--- src/rtl/flag_write_arbiter_if.sv ---
// rtl/flag_write_arbiter_if.sv - requester, context-stack and flags-register signals of flag_write_arbiter
interface flag_arb_if #(
   parameter int DEPTH = 4
) ();
   localparam int DW = $clog2(DEPTH + 1);

   logic          alu_req;
   logic [2:0]    alu_sel;
   logic [2:0]    alu_val;
   logic          alu_gnt;
   logic          cmp_req;
   logic [2:0]    cmp_sel;
   logic [2:0]    cmp_val;
   logic          cmp_gnt;
   logic          ctx_push;
   logic          ctx_pop;
   logic [2:0]    flag_in;
   logic [2:0]    flag_sel;
   logic [2:0]    flag_val;
   logic [DW-1:0] stack_depth;
   logic          stack_err;

   modport master (
      output alu_req, alu_sel, alu_val, cmp_req, cmp_sel, cmp_val,
             ctx_push, ctx_pop, flag_in,
      input  alu_gnt, cmp_gnt, flag_sel, flag_val, stack_depth, stack_err
   );

   modport slave (
      input  alu_req, alu_sel, alu_val, cmp_req, cmp_sel, cmp_val,
             ctx_push, ctx_pop, flag_in,
      output alu_gnt, cmp_gnt, flag_sel, flag_val, stack_depth, stack_err
   );
endinterface

--- src/rtl/flag_write_arbiter.sv ---
// rtl/flag_write_arbiter.sv - flags write-port arbiter (ALU/compare) with context save/restore stack
// Optional FLAG_MERGE_EN: grant both requesters together when their write masks are disjoint.
module flag_write_arbiter #(
   parameter int DEPTH = 4
) (
   input logic       clk,
   input logic       rst,
   flag_arb_if.slave bus
);
   localparam int DW = $clog2(DEPTH + 1);
   localparam int IW = (DEPTH > 1) ? $clog2(DEPTH) : 1;

   logic          alu_gnt_q, alu_gnt_d;
   logic          cmp_gnt_q, cmp_gnt_d;
   logic [2:0]    flag_sel_q, flag_sel_d;
   logic [2:0]    flag_val_q, flag_val_d;
   logic [DW-1:0] depth_q, depth_d;
   logic          err_q, err_d;
   // rr_q set: the ALU was granted most recently, so the compare unit wins a tie
   logic          rr_q, rr_d;
   logic [2:0]    mem_q [DEPTH];
   logic [2:0]    mem_d [DEPTH];

   logic          full, empty, pop_take;
   logic          alu_elig, cmp_elig, merge;
   logic [IW-1:0] wr_idx, top_idx;

   always_comb begin
      full     = (depth_q == DW'(DEPTH));
      empty    = (depth_q == '0);
      wr_idx   = IW'(depth_q);
      top_idx  = IW'(depth_q - DW'(1));
      pop_take = bus.ctx_pop && !bus.ctx_push && !empty;
      alu_elig = bus.alu_req && !alu_gnt_q;
      cmp_elig = bus.cmp_req && !cmp_gnt_q;
`ifdef FLAG_MERGE_EN
      merge    = alu_elig && cmp_elig && ((bus.alu_sel & bus.cmp_sel) == 3'b000);
`else
      merge    = 1'b0;
`endif

      alu_gnt_d  = 1'b0;
      cmp_gnt_d  = 1'b0;
      flag_sel_d = 3'b000;
      flag_val_d = 3'b000;
      depth_d    = depth_q;
      err_d      = err_q;
      rr_d       = rr_q;
      mem_d      = mem_q;

      if (bus.ctx_push && bus.ctx_pop) begin
         err_d = 1'b1;
      end else if (bus.ctx_push) begin
         if (full) begin
            err_d = 1'b1;
         end else begin
            mem_d[wr_idx] = bus.flag_in;
            depth_d       = depth_q + DW'(1);
         end
      end else if (bus.ctx_pop) begin
         if (empty) err_d = 1'b1;
         else       depth_d = depth_q - DW'(1);
      end

      if (pop_take) begin
         flag_sel_d = 3'b111;
         flag_val_d = mem_q[top_idx];
      end else if (merge) begin
         alu_gnt_d  = 1'b1;
         cmp_gnt_d  = 1'b1;
         flag_sel_d = bus.alu_sel | bus.cmp_sel;
         flag_val_d = (bus.alu_val & bus.alu_sel) | (bus.cmp_val & bus.cmp_sel);
      end else if (alu_elig && (!cmp_elig || !rr_q)) begin
         alu_gnt_d  = 1'b1;
         flag_sel_d = bus.alu_sel;
         flag_val_d = bus.alu_val & bus.alu_sel;
         rr_d       = 1'b1;
      end else if (cmp_elig) begin
         cmp_gnt_d  = 1'b1;
         flag_sel_d = bus.cmp_sel;
         flag_val_d = bus.cmp_val & bus.cmp_sel;
         rr_d       = 1'b0;
      end
   end

   always_ff @(posedge clk or posedge rst) begin
      if (rst) begin
         alu_gnt_q  <= 1'b0;
         cmp_gnt_q  <= 1'b0;
         flag_sel_q <= 3'b000;
         flag_val_q <= 3'b000;
         depth_q    <= '0;
         err_q      <= 1'b0;
         rr_q       <= 1'b0;
         mem_q      <= '{default: 3'b000};
      end else begin
         alu_gnt_q  <= alu_gnt_d;
         cmp_gnt_q  <= cmp_gnt_d;
         flag_sel_q <= flag_sel_d;
         flag_val_q <= flag_val_d;
         depth_q    <= depth_d;
         err_q      <= err_d;
         rr_q       <= rr_d;
         mem_q      <= mem_d;
      end
   end

   assign bus.alu_gnt     = alu_gnt_q;
   assign bus.cmp_gnt     = cmp_gnt_q;
   assign bus.flag_sel    = flag_sel_q;
   assign bus.flag_val    = flag_val_q;
   assign bus.stack_depth = depth_q;
   assign bus.stack_err   = err_q;
endmodule

--- src/flat_wrapper.sv ---
// flat-port wrapper written by rule: the top's interface ports become plain ports
module flag_write_arbiter_flat 
#(
   parameter int DEPTH = 4
)
  (clk, rst, bus_alu_req, bus_alu_sel, bus_alu_val, bus_cmp_req, bus_cmp_sel, bus_cmp_val, bus_ctx_push, bus_ctx_pop, bus_flag_in, bus_alu_gnt, bus_cmp_gnt, bus_flag_sel, bus_flag_val, bus_stack_depth, bus_stack_err);
  flag_arb_if #(.DEPTH(DEPTH)) bus_i ();
  input logic clk;
  input logic rst;
  input wire logic [$bits(bus_i.alu_req)-1:0] bus_alu_req;
  input wire logic [$bits(bus_i.alu_sel)-1:0] bus_alu_sel;
  input wire logic [$bits(bus_i.alu_val)-1:0] bus_alu_val;
  input wire logic [$bits(bus_i.cmp_req)-1:0] bus_cmp_req;
  input wire logic [$bits(bus_i.cmp_sel)-1:0] bus_cmp_sel;
  input wire logic [$bits(bus_i.cmp_val)-1:0] bus_cmp_val;
  input wire logic [$bits(bus_i.ctx_push)-1:0] bus_ctx_push;
  input wire logic [$bits(bus_i.ctx_pop)-1:0] bus_ctx_pop;
  input wire logic [$bits(bus_i.flag_in)-1:0] bus_flag_in;
  output wire logic [$bits(bus_i.alu_gnt)-1:0] bus_alu_gnt;
  output wire logic [$bits(bus_i.cmp_gnt)-1:0] bus_cmp_gnt;
  output wire logic [$bits(bus_i.flag_sel)-1:0] bus_flag_sel;
  output wire logic [$bits(bus_i.flag_val)-1:0] bus_flag_val;
  output wire logic [$bits(bus_i.stack_depth)-1:0] bus_stack_depth;
  output wire logic [$bits(bus_i.stack_err)-1:0] bus_stack_err;
  assign bus_i.alu_req = bus_alu_req;
  assign bus_i.alu_sel = bus_alu_sel;
  assign bus_i.alu_val = bus_alu_val;
  assign bus_i.cmp_req = bus_cmp_req;
  assign bus_i.cmp_sel = bus_cmp_sel;
  assign bus_i.cmp_val = bus_cmp_val;
  assign bus_i.ctx_push = bus_ctx_push;
  assign bus_i.ctx_pop = bus_ctx_pop;
  assign bus_i.flag_in = bus_flag_in;
  assign bus_alu_gnt = bus_i.alu_gnt;
  assign bus_cmp_gnt = bus_i.cmp_gnt;
  assign bus_flag_sel = bus_i.flag_sel;
  assign bus_flag_val = bus_i.flag_val;
  assign bus_stack_depth = bus_i.stack_depth;
  assign bus_stack_err = bus_i.stack_err;
  flag_write_arbiter #(.DEPTH(DEPTH)) u_core (.clk(clk), .rst(rst), .bus(bus_i));
endmodule
--- config.mk ---
export PLATFORM = sky130hd
export DESIGN_NAME = flag_write_arbiter_flat
export DESIGN_NICKNAME = d
export VERILOG_FILES = /design/src/rtl/flag_write_arbiter_if.sv /design/src/rtl/flag_write_arbiter.sv /design/src/flat_wrapper.sv
export SDC_FILE = /design/constraint.sdc
export NUM_CORES = 1
export LEC_CHECK = 0
export CELL_PAD_IN_SITES_DETAIL_PLACEMENT = 1
export CELL_PAD_IN_SITES_GLOBAL_PLACEMENT = 1
export CORE_UTILIZATION = 37
export DETAILED_ROUTE_END_ITERATION = 10
export PLACE_DENSITY_LB_ADDON = 0.1
export SYNTH_ARGS = -nofsm -noshare
export SYNTH_HDL_FRONTEND = slang
export SYNTH_SLANG_ARGS = --single-unit
--- constraint.sdc ---
create_clock -name clk -period 2.29 [get_ports clk]
set_clock_uncertainty 0.05 [all_clocks]
set_input_delay 0.229 -clock clk [delete_from_list [all_inputs] [get_ports clk]]
set_output_delay 0.229 -clock clk [all_outputs]
set_load 0.02 [all_outputs]
== After elaboration in Yosys (flattened, before gate mapping) ==
Index checks and enable logic that the tools add are counted.

* Bits in registers: 25

* Add/sub/neg operators: 2
* $lt $le $gt $ge: 3
* Equal/unequal tests: 4
* Multiplexer cells: 28
* Bitwise operators: 7
* Reduce and logical (&&, ||, !) cells: 23

{| class="wikitable"
|+ Operators with widths
! operator !! count
|-
| $mux 3 || 13
|-
| $bwmux 12 || 1
|-
| $mux 1 || 12
|-
| $logic_and 1x1->1 || 7
|-
| $and 3x3->3 || 2
|-
| $bmux 3 s2 || 1
|-
| $demux 3 s2 || 1
|-
| $ge 3x3->1 const B || 2
|-
| $logic_not 1->1 || 6
|-
| $not 2->3 || 2
|-
| $reduce_and 3->1 || 2
|-
| $reduce_bool 3->1 || 2
|-
| $ne 2x2->1 const B || 2
|-
| $reduce_and 4->1 || 1
|-
| $reduce_bool 2->1 || 2
|-
| $add 3x1->3 const B || 1
|-
| $eq 3x3->1 const B || 1
|-
| $logic_not 3->1 || 1
|-
| $lt 3x1->1 const B || 1
|-
| $ne 3x1->1 const B || 1
|-
| $not 1->1 || 3
|-
| $sub 3x1->3 const B || 1
|-
| $reduce_and 2->1 || 1
|-
| $logic_or 1x1->1 || 1
|}

== Longest topological paths before layout ==
* Depth in word-level cells: 7
* Depth in mapped cells: 7
* Mapped depth without buffers: 6

== Worst setup path after synthesis ==
Ideal clock, no wire load.

* Path kind: register to register
* Start: reg u_core.depth_q[0] (netlist: u_core.bus.stack_depth[0])
* End: reg u_core.flag_val_q[2] (netlist: u_core.bus.flag_val[2])
* Arrival time: 1784 ps
* Data required time: 2103 ps
* Path slack: 319 ps
* Stages on the path, launching flop included: 7
* Buffers on the path: 1
* Cells stage by stage: dfrtp_1 -> inv_1 -> ha_1 -> buf_2 -> mux4_2 -> nor2_1 -> a31oi_1

* Cells in the longest elaborated chain, start to end: 6

{| class="wikitable"
|+ RTL lines
! item !! RTL line !! source
|-
| from (decl) || flag_write_arbiter.sv:17 || <nowiki>logic [DW-1:0] depth_q, depth_d;</nowiki>
|-
| from (signal assigned) || flag_write_arbiter.sv:101 || <nowiki>depth_q <= depth_d;</nowiki>
|-
| $sub 3x1->3 || flag_write_arbiter.sv:32 || <nowiki>top_idx = IW'(depth_q - DW'(1));</nowiki>
|-
| named net u_core.top_idx[0] || flag_write_arbiter.sv:26 || <nowiki>logic [IW-1:0] wr_idx, top_idx;</nowiki>
|-
| $not 2->3 (not written as such) || flag_write_arbiter.sv:67 || <nowiki>flag_val_d = mem_q[top_idx];</nowiki>
|-
| $bmux 3 s2 || flag_write_arbiter.sv:67 ||
|-
| $mux 3 (not written as such) (2 in a row) || flag_write_arbiter.sv:67 ||
|-
| $mux 3 || flag_write_arbiter.sv:65 || <nowiki>if (pop_take) begin</nowiki>
|-
| named net u_core.flag_val_d[2] || flag_write_arbiter.sv:16 || <nowiki>logic [2:0] flag_val_q, flag_val_d;</nowiki>
|-
| to (signal assigned) || flag_write_arbiter.sv:100 || <nowiki>flag_val_q <= flag_val_d;</nowiki>
|-
| to (decl) || flag_write_arbiter.sv:16 ||
|}

The timed path passes the listed nets, and every way through them passes these cells. The select of a mux whose other input is x is not followed.
A chain may end at the register's enable or synchronous reset.

== Final worst setup path ==
* Start: reg u_core.depth_q[1] (netlist: u_core.bus.stack_depth[1])
* End: reg u_core.mem_q[9] (netlist bit)

* Cells in the longest elaborated chain, start to end: 6

{| class="wikitable"
|+ RTL lines
! item !! RTL line !! source
|-
| $not 2->3 (not written as such) || flag_write_arbiter.sv:57 || <nowiki>mem_d[wr_idx] = bus.flag_in;</nowiki>
|-
| $ge 3x3->1 (not written as such) / $lt 3x1->1 (equally long branches) || flag_write_arbiter.sv:57 ||
|-
| $logic_and 1x1->1 (not written as such) || flag_write_arbiter.sv:57 ||
|-
| $mux 3 (not written as such) || flag_write_arbiter.sv:57 ||
|-
| $demux 3 s2 || flag_write_arbiter.sv:57 ||
|-
| $bwmux 12 || flag_write_arbiter.sv:57 ||
|-
| to (signal assigned) || flag_write_arbiter.sv:104 || <nowiki>mem_q <= mem_d;</nowiki>
|-
| to (decl) || flag_write_arbiter.sv:21 || <nowiki>logic [2:0] mem_q [DEPTH];</nowiki>
|}

Several ways; a longest one is shown, not always the timed one.

==> impl_results.html <==
<table>
<tr><th>Metric</th><th>Value</th></tr>
<tr><th colspan="2">Final layout</th></tr>
<tr><td>Antenna fix cells</td><td>0</td></tr>
<tr><td>Area Overhead vs Synth</td><td>31.46%</td></tr>
<tr><td>Utilization after layout</td><td>0.5077</td></tr>
<tr><td>Layout net count</td><td>169</td></tr>
<tr><td>Layout cells sized above 1</td><td>0.1831</td></tr>
<tr><th colspan="2">Placed design</th></tr>
<tr><td>Quantity of I/O buffers inserted on ports</td><td>32</td></tr>
<tr><td>Post-detail-place hpwl</td><td>2393 µm</td></tr>
<tr><td>Global placement routability congestion</td><td>0.7704</td></tr>
<tr><th colspan="2">Clocking</th></tr>
<tr><td>Num CTS Buffers</td><td>3</td></tr>
<tr><td>Sink count of the clock tree</td><td>25</td></tr>
<tr><td>Number of post-CTS setup repair buffers</td><td>0</td></tr>
<tr><td>Clock tree from TritonCTS</td><td>built</td></tr>
<tr><td>Clock transition at the register clock pins on the worst setup and hold paths after CTS</td><td>150 ps</td></tr>
<tr><td># H-tree levels</td><td>1</td></tr>
<tr><td>Hold buffer count at cts</td><td>0</td></tr>
<tr><td>Clock Tree Buf Depth</td><td>2</td></tr>
<tr><td>Clock latency of the later-clocked register in the worst-skew pair</td><td>330 ps</td></tr>
<tr><td>Root buffer cell</td><td>clkbuf_4</td></tr>
<tr><td>CTS-repair resized insts</td><td>0</td></tr>
<tr><th colspan="2">Setup path</th></tr>
<tr><td>Critical Path Slowest Stage Cell</td><td>dfrtp_1</td></tr>
<tr><td>Crit end category</td><td>flip-flop</td></tr>
<tr><td>Number of cells on the worst reg-to-reg path</td><td>5</td></tr>
<tr><td>Worst path arrival time</td><td>2180 ps</td></tr>
<tr><td>Top cell family by delay on the critical path</td><td>simple AND/OR/NAND/NOR gates</td></tr>
<tr><td>Number of buffers and inverters on the critical path</td><td>1</td></tr>
<tr><td>Sequence of cells on the critical path</td><td>inv_1, ha_1, nor2b_1, and2_1, mux2_2</td></tr>
<tr><td>Kind of start point of the critical path</td><td>flip-flop</td></tr>
<tr><td>Classification of the worst setup path</td><td>flip-flop to flip-flop</td></tr>
<tr><td>CP max stage delay</td><td>470 ps</td></tr>
<tr><td>Number of logic stages on the critical path including buffering</td><td>5</td></tr>
<tr><td>Required @ worst endpoint</td><td>2460 ps</td></tr>
<tr><td>Critical path fanouts, max</td><td>9</td></tr>
<tr><th colspan="2">Detailed routing</th></tr>
<tr><td>Routed wire length</td><td>3074 µm</td></tr>
<tr><td>DRC violations left</td><td>0</td></tr>
<tr><td>Detail-routed via count per cell</td><td>5.223</td></tr>
<tr><td>Number of nets with antenna violations after routing</td><td>0</td></tr>
<tr><td>Post-DR wirelength/cell</td><td>16.35 µm</td></tr>
<tr><td>Pre-antenna DRT Iters</td><td>4</td></tr>
<tr><td>Via Count</td><td>982</td></tr>
<tr><td>Number of DRC markers in iteration 0</td><td>14</td></tr>
<tr><th colspan="2">GRT</th></tr>
<tr><td>Global routing usage summed across all routing layers</td><td>0.1821</td></tr>
<tr><td>Via count of the first global-routing pass</td><td>998</td></tr>
<tr><td>Wire length of the first global-routing pass</td><td>4968 µm</td></tr>
<tr><td>Largest net degree at the start of global routing</td><td>26</td></tr>
<tr><td>Total global routing overflow</td><td>0</td></tr>
<tr><td>Initial antenna violation count</td><td>0</td></tr>
<tr><th colspan="2">STA</th></tr>
<tr><td>Minimum clock period after layout</td><td>2010 ps</td></tr>
<tr><td>Final hold violation count</td><td>0</td></tr>
<tr><td>Worst Max-Slew Pin Slew</td><td>571.0 ps</td></tr>
<tr><td>Unrepaired setup endpoints after global routing</td><td>no</td></tr>
<tr><td>Final sum of negative setup slack</td><td>0 ps</td></tr>
<tr><td>Max Freq</td><td>497.5 MHz</td></tr>
<tr><td>Final count of pins violating max slew</td><td>0</td></tr>
<tr><td>Final cycle utilization of the critical path</td><td>0.8778</td></tr>
<tr><td>Normalized max-slew margin</td><td>0.6193</td></tr>
<tr><td>Count of endpoints failing setup in the final report</td><td>0</td></tr>
<tr><th colspan="2">Synth</th></tr>
<tr><td>Syn Std Cell Area</td><td>1289 µm²</td></tr>
<tr><td>Nets in the synthesized netlist</td><td>133</td></tr>
<tr><td>Fraction of registers with async set/reset</td><td>1.000</td></tr>
<tr><td>Sequential-to-total area share from yosys stat</td><td>0.4854</td></tr>
<tr><td>Average footprint of a synthesized cell</td><td>12.04 µm²</td></tr>
<tr><td>Count of mapped cells out of synthesis</td><td>107</td></tr>
<tr><td>Library cell occupying the most area in the post-synthesis netlist</td><td>dfrtp_1</td></tr>
<tr><td>Number of distinct standard cells referenced by the synthesized netlist</td><td>33</td></tr>
<tr><td>Post-synth EDFFs</td><td>0</td></tr>
<tr><td>Post-synthesis sequential element count</td><td>25</td></tr>
<tr><td>Cell types with the largest area share after synthesis</td><td>dfrtp_1, mux2_2, mux4_2</td></tr>
<tr><td>Most used flip-flop cell after synthesis</td><td>dfrtp_1</td></tr>
<tr><td>Yosys Warn Count</td><td>0</td></tr>
<tr><td>Share of the synthesized area in the top cell type</td><td>0.4854</td></tr>
<tr><th colspan="2">Power and ir drop</th></tr>
<tr><td>Peak supply drop</td><td>0.4256 mV</td></tr>
<tr><td>Combinational power share</td><td>0.495</td></tr>
<tr><td>P_int</td><td>1.163 mW</td></tr>
<tr><td>Leakage dissipation</td><td>0.7100 nW</td></tr>
<tr><td>Clock network fraction of total power</td><td>0.109</td></tr>
<tr><td>Share of total power in sequential cells</td><td>0.396</td></tr>
<tr><td>Total power divided by cell area</td><td>1099 nW/µm²</td></tr>
<tr><td>Switching Fraction</td><td>0.3752</td></tr>
<tr><td>Switching power total</td><td>0.6987 mW</td></tr>
<tr><th colspan="2">Floorplan</th></tr>
<tr><td>Die width</td><td>61.02 µm</td></tr>
<tr><td>Core outline area</td><td>3337 µm²</td></tr>
<tr><td>Number of top-level design ports</td><td>33</td></tr>
<tr><td>Height of the chip</td><td>61.02 µm</td></tr>
<tr><td>Starting Density</td><td>0.3862</td></tr>
<tr><td>Die ar.</td><td>3723 µm²</td></tr>
<tr><td>Cell Rows</td><td>21</td></tr>
<tr><th colspan="2">Job</th></tr>
<tr><td>Max-capacitance violation count</td><td>0</td></tr>
<tr><th colspan="2">Worst hold path</th></tr>
<tr><td>Path type of the worst min-delay path</td><td>input pin to asynchronous set/reset pin</td></tr>
<tr><th colspan="2">Outcome</th></tr>
<tr><td>Status</td><td>finished, final reports clean</td></tr>
</table>
metrics by stage:
stage	cells	cell area, µm²	hold slack (ps)	total power, mW	setup slack (ps)
global placement	184	1667	411.3	1.631	402.7
detailed placement	184	1667	423.1	1.674	316.8
finish	188	1694	202.6	1.862	279.9
global route	188	1694	252.6	1.997	161.7
CTS	188	1694	198.3	1.883	296.7
floorplan	107	1289	206.3	1.348	319.0
cell type report:
| type | instances | area (µm²) |
|---|---|---|
| clock buffers | 3 | 22.52 |
| multi-input cells | 72 | 618.1 |
| repair buffers | 35 | 342.8 |
| flip-flops and latches | 25 | 625.6 |
| well taps | 46 | 57.56 |
| inverters | 6 | 22.52 |
| clock inverters | 1 | 5.005 |
| fillers | 380 | 1643 |
cells in the mapped netlist (2+ instances only):
| cell | count |
|---|---|
| buf_2 | 3 |
| mux2_2 | 12 |
| a21oi_1 | 2 |
| nor2b_1 | 2 |
| nor2_1 | 5 |
| nor3_1 | 2 |
| inv_1 | 6 |
| nand2_1 | 6 |
| dfrtp_1 | 25 |
| a31oi_1 | 4 |
| ha_1 | 5 |
| and2_1 | 2 |
| mux4_2 | 3 |
| nand3_1 | 6 |
| a221o_1 | 3 |
| nand2b_1 | 2 |
| o21ai_0 | 3 |
worst register-to-register path, cell delays in order, from the launching register on:
cell and delay [ps]:
dfrtp_1 470, inv_1 170, ha_1 380, nor2b_1 250, and2_1 230, mux2_2 350
power by group through the flow:
stage          Combinational (mW)  Sequential (mW)  Clock, mW
2_1_floorplan               0.563            0.785          0
4_1_cts                     0.933            0.737      0.213
6_report                    0.922            0.737      0.203
5_1_grt                      1.01            0.761      0.226
3_3_place_gp                0.898            0.733          0
3_5_place_dp                0.929            0.745          0
state kept, by name (all words and copies together), names as in the netlist:
signal,count
u_core.bus.flag_val,3
u_core.bus.stack_err,1
u_core.rr_q,1
u_core.mem_q,12
u_core.bus.cmp_gnt,1
u_core.bus.alu_gnt,1
u_core.bus.stack_depth,3
u_core.bus.flag_sel,3
cells in the final DEF (no fill, tap or decap), types with 3 or more instances in the layout:
master	synthesis	final
nand2_1	6	6
clkdlybuf4s50_1	0	32
a31oi_1	4	4
buf_4	1	3
mux4_2	3	3
clkbuf_4	0	3
ha_1	5	5
nand3_1	6	6
inv_1	6	6
mux2_2	12	12
a221o_1	3	3
dfrtp_1	25	25
o21ai_0	3	3
nor2_1	5	5
final timing paths:
check	from	to	slack, ps
worst min register to register	u_core.bus.stack_err	u_core.bus.stack_err	440
worst max-delay path	u_core.bus.stack_depth[1]	u_core.mem_q[9]	280
worst min-delay path	rst	u_core.mem_q[7]	200
min in group clk	bus_alu_val[1]	u_core.bus.flag_val[1]	430
max in group asynchronous	rst	u_core.mem_q[11]	1740
worst max register to register	u_core.bus.stack_depth[1]	u_core.mem_q[9]	280
logic make-up (layout without fill, tap and decap cells):
logic type	Yosys count	in the layout	synth area share
multiplexers	16	16	0.1650
flip-flops	25	25	0.4854
buffers and inverters	10	45	0.03495
XOR/XNOR	1	1	0.006797
AO/OA/AOI/OAI	23	23	0.1505
adder cells (fa/ha/maj)	5	5	0.04854
AND/OR/NAND/NOR	27	27	0.1087
per-layer routing:
layer / up-vias / GRT usage / wire [µm]
li1: 464 / - / -
met1: 485 / 0.2490 / 1419
met2: 29 / 0.3046 / 1484
met3: 4 / 0.03151 / 150
met4: 0 / 0.04221 / 20
met5: - / 0 / 0
Power figures use the tool's default switching activity.
